### config.mk
export PLATFORM = sky130hd
export DESIGN_NAME = calc_hamming
export DESIGN_NICKNAME = d
export VERILOG_FILES = /design/src/rtl/calc_hamming.sv
export SDC_FILE = /design/constraint.sdc
export NUM_CORES = 1
export LEC_CHECK = 0
export BUFFER_PORTS_ARGS = -buffer_cell sky130_fd_sc_hd__buf_2
export CORE_MARGIN = 2
export CORE_UTILIZATION = 35
export CTS_BUF_LIST = sky130_fd_sc_hd__clkbuf_4 sky130_fd_sc_hd__clkbuf_8
export DETAILED_ROUTE_END_ITERATION = 10
export HOLD_SLACK_MARGIN = 0.06
export PLACE_DENSITY_LB_ADDON = 0.3
export RECOVER_POWER = 100
export SYNTH_ARGS = -nofsm -noshare
export SYNTH_HDL_FRONTEND = slang
export SYNTH_SLANG_ARGS = --single-unit
### constraint.sdc
create_clock -name CLK -period 5.2 [get_ports CLK]
set_input_delay 0.26 -clock CLK [delete_from_list [all_inputs] [get_ports CLK]]
set_output_delay 0.26 -clock CLK [all_outputs]
set_load 0.02 [all_outputs]
### src/rtl/calc_hamming.sv
// -----------------------------------------------------------------------------
// calc_hamming / slice_adder
//
// Purpose: registered population count (Hamming weight) of a 32-bit word.
//   The word is split into eight nibbles, each counted by a combinational
//   slice_adder. The nibble counts are summed by a three-level unsigned adder
//   tree, and the total is captured in the single RESULT register one clock
//   after DATA is presented.
//
// slice_adder ports:
//   slice  in  [3:0]  nibble to count
//   sum    out [2:0]  number of set bits in slice (0..4)
//
// calc_hamming ports:
//   CLK     in         clock, all state updates on the rising edge
//   RST     in         synchronous active-high reset, clears RESULT
//   DATA    in  [31:0] word whose set bits are counted
//   RESULT  out [5:0]  registered count of set bits (0..32)
// -----------------------------------------------------------------------------

module slice_adder (
  input  logic [3:0] slice,
  output logic [2:0] sum
);

  // Count the four bits of the nibble; each bit is widened so the sum cannot wrap.
  always_comb begin
    sum = {2'b00, slice[0]} + {2'b00, slice[1]} +
          {2'b00, slice[2]} + {2'b00, slice[3]};
  end

endmodule

module calc_hamming (
  input  logic        CLK,
  input  logic        RST,
  input  logic [31:0] DATA,
  output logic [5:0]  RESULT
);

  logic [2:0] w_slice_sum [0:7];
  logic [3:0] w_pair_sum  [0:3];
  logic [4:0] w_quad_sum  [0:1];
  logic [5:0] w_total;
  logic [5:0] r_result;

  genvar gi;

  // One counter per nibble; instance i covers DATA[4i+3:4i].
  generate
    for (gi = 0; gi < 8; gi++) begin : g_slice
      slice_adder u_slice_adder (
        .slice (DATA[4*gi +: 4]),
        .sum   (w_slice_sum[gi])
      );
    end
  endgenerate

  // Adder tree: each level is one bit wider than its operands, so a full
  // word of ones reaches the register as 6'b100000 without truncation.
  always_comb begin
    for (int i = 0; i < 4; i++) begin
      w_pair_sum[i] = {1'b0, w_slice_sum[2*i]} + {1'b0, w_slice_sum[2*i+1]};
    end
    for (int i = 0; i < 2; i++) begin
      w_quad_sum[i] = {1'b0, w_pair_sum[2*i]} + {1'b0, w_pair_sum[2*i+1]};
    end
    w_total = {1'b0, w_quad_sum[0]} + {1'b0, w_quad_sum[1]};
  end

  // Result register; reset wins over the count presented at the same edge.
  always_ff @(posedge CLK) begin
    if (RST) begin
      r_result <= 6'd0;
    end else begin
      r_result <= w_total;
    end
  end

  assign RESULT = r_result;

endmodule

==> impl_metrics.yaml <==
pwr:
  leakage_nw: 0.859
  p_sw_mw: 0.295
  powerDensity_mw_per_mm2: 435
  p_int_mw: 0.326
  power.ir.vdd_worst_uv: 175
  total_power_mw: 0.621
  p_clk_frac: 0.066
  seq_power_share: 0.118
  p_comb_frac: 0.816
  p_sw_frac: 0.475
synth:
  synth-seq-area-share: 0.103
  synth_top_family_by_area: "adder cells"
  synth_area_leader_cell: "fa_1"
  ys_ff_latch: 6
  syn_inst: 118
  synth-xor-area-share: 0.00750
  synth.top_cells.by_area: "fa_1, ha_1, inv_1"
  synth_area_mm2: 0.00117
  synth_mux_area_frac: 0
  ys_types: 9
  syn_avg_cell_area_um2: 9.89
  yosys_warnings: 0
  synth_compound_area_frac: 0.0107
  synth_fa_ha_area_frac: 0.665
  synth_top_area_frac: 0.429
  synth-simple-area-share: 0.0343
  syn-num-nets: 199
sta:
  setup_viol: 0
  tns_ps: 0
  rsz0062_at_grt: "false"
  slew_viol_final: 0
  worst_pin_slew_ps: 241
  holdWs_ps: 261
  maxSlewHeadroom: 0.838
  finalHoldViolCount: 0
  max_freq_ghz: 0.244
  post-route-period-util: 0.789
  min_period_ps: 4110
flow_run:
  maxCapViolCount: 0
cts:
  clockRootBuffer: "clkbuf_4"
  numCtsBuffers: 3
  hold_buffers: 0
  clkTransAtPathRegs_ps: 40
  tritoncts: "yes"
  h-tree-depth: 1
  cts.repair.resized: 0
  cts_buffer_depth: 2
  post_cts_buffers: 0
  cts.sinks: 6
detailed_routing:
  drc: 0
  dr_wl_met3_um: 65
  wl_met2_um: 990
  drt-vias-per-instance: 4.02
  wire_per_inst_um: 8.74
  initialDrtViolationCount: 14
  met1_length_um: 696
  dr.pass1.iters: 4
  dr.max_layer_used: "met4"
  antenna_left: 0
  vias: 820
  wirelength_mm: 1.78
critical_path:
  critPathMaxFanout: 2
  worstSetupPathType: "in2reg"
  cp-end-kind: "flip-flop"
  setup.worst_path.start: "DATA[0]"
  start_kind: "input pin"
  critical_path_required_ps: 5330
  cp_data_arrival_time_ps: 4240
min_path:
  holdPathStages: 2
  min_from: "RST"
  hp-class: "in2reg"
floorplan:
  core-area_mm2: 0.00310
  die_h_um: 61.8
  pin_count: 40
  die_width_um: 61.8
  rows: 20
  start_util: 0.376
  die_area_mm2: 0.00381
placed_design:
  portBuffers: 39
  place_area_mm2: 0.00142
  hpwl_mm: 1.80
  globalplace.congestion: 0.758
cells_and_area:
  nFillCells: 326
  fin_area_mm2: 0.00143
  final_layout_size_suffix_gt1_frac: 0.231
  area_delta_synth_final_pct: 22.3
  num_antenna_cells: 0
  largest_register_ffs: 6
  finalNetCount: 243
global_routing:
  grt_antenna_before_repair: 0
  grt_start_max_net_pins: 7
  grt_pass1_vias: 954
  overflow: 0
  track_usage: 0.124
  grt_pass1_wl_mm: 3.55
status:
  status: "finished, final reports clean"
-- kinds of logic (layout without fill, tap and decap cells) --
| family | Yosys count | count (layout) |
|---|---|---|
| buf+inv | 56 | 98 |
| fa+ha+maj | 47 | 47 |
| simple gates | 7 | 7 |
| flops | 6 | 6 |
| compound gates | 1 | 1 |
| xor+xnor | 1 | 1 |
-- synth_stat cells (all sizes together) --
master / instances
nor2: 3
ha: 22
xor2: 1
dfxtp: 6
fa: 25
inv: 56
a211oi: 1
nor3: 1
nor2b: 3
-- stage by stage --
step	std cells	utilization	worst slack, ps
6_report	204	0.460	1090
5_1_grt	204	0.460	867
4_1_cts	204	0.464	1050
3_5_place_dp	201	0.457	799
3_3_place_gp	201	0.457	900
2_1_floorplan	118	-	1080
-- layout make-up --
class                           count  area (um^2)  share of cell area
Clock buffer                        3         22.5              0.0158
Inverter                           56          210               0.147
Multi-Input combinational cell     56          832               0.583
Sequential cell                     6          120              0.0841
Tap cell                           44         55.1              0.0386
Timing Repair Buffer               39          188               0.131
-- power groups by stage --
stage | logic [mW] | registers, mW | clock network, mW
6_report | 0.507 | 0.0732 | 0.0409
5_1_grt | 0.624 | 0.0762 | 0.0454
4_1_cts | 0.548 | 0.0731 | 0.0437
3_5_place_dp | 0.542 | 0.0738 | 0
3_3_place_gp | 0.510 | 0.0735 | 0
2_1_floorplan | 0.387 | 0.0974 | 0
-- cells in the final DEF (no fill, tap or decap) --
cell type	instances
a211oi_1	1
buf_2	33
clkbuf_1	6
clkbuf_4	3
dfxtp_1	6
fa_1	25
ha_1	22
inv_1	56
nor2_1	3
nor2b_1	3
nor3_2	1
xor2_1	1
-- final timing paths --
kind / end / slack (ps)
setup / recovery: RESULT[4]$_SDFF_PP0_ / 1090
hold / removal: RESULT[3]$_SDFF_PP0_ / 260
-- critical path, cell delays in order --
cell	delay, ps
buf_2	100
ha_1	300
fa_1	370
ha_1	310
fa_1	540
inv_1	60
fa_1	500
fa_1	460
fa_1	450
inv_1	60
ha_1	160
inv_1	60
fa_1	390
xor2_1	160
nor2_1	50
-- routing by layer --
metal	up-vias	track usage
met5	-	0
met4	0	0.0547
met3	4	0.00207
met2	24	0.242
met1	385	0.139
li1	407	-
Note: power is estimated with default switching activity, not from simulation.
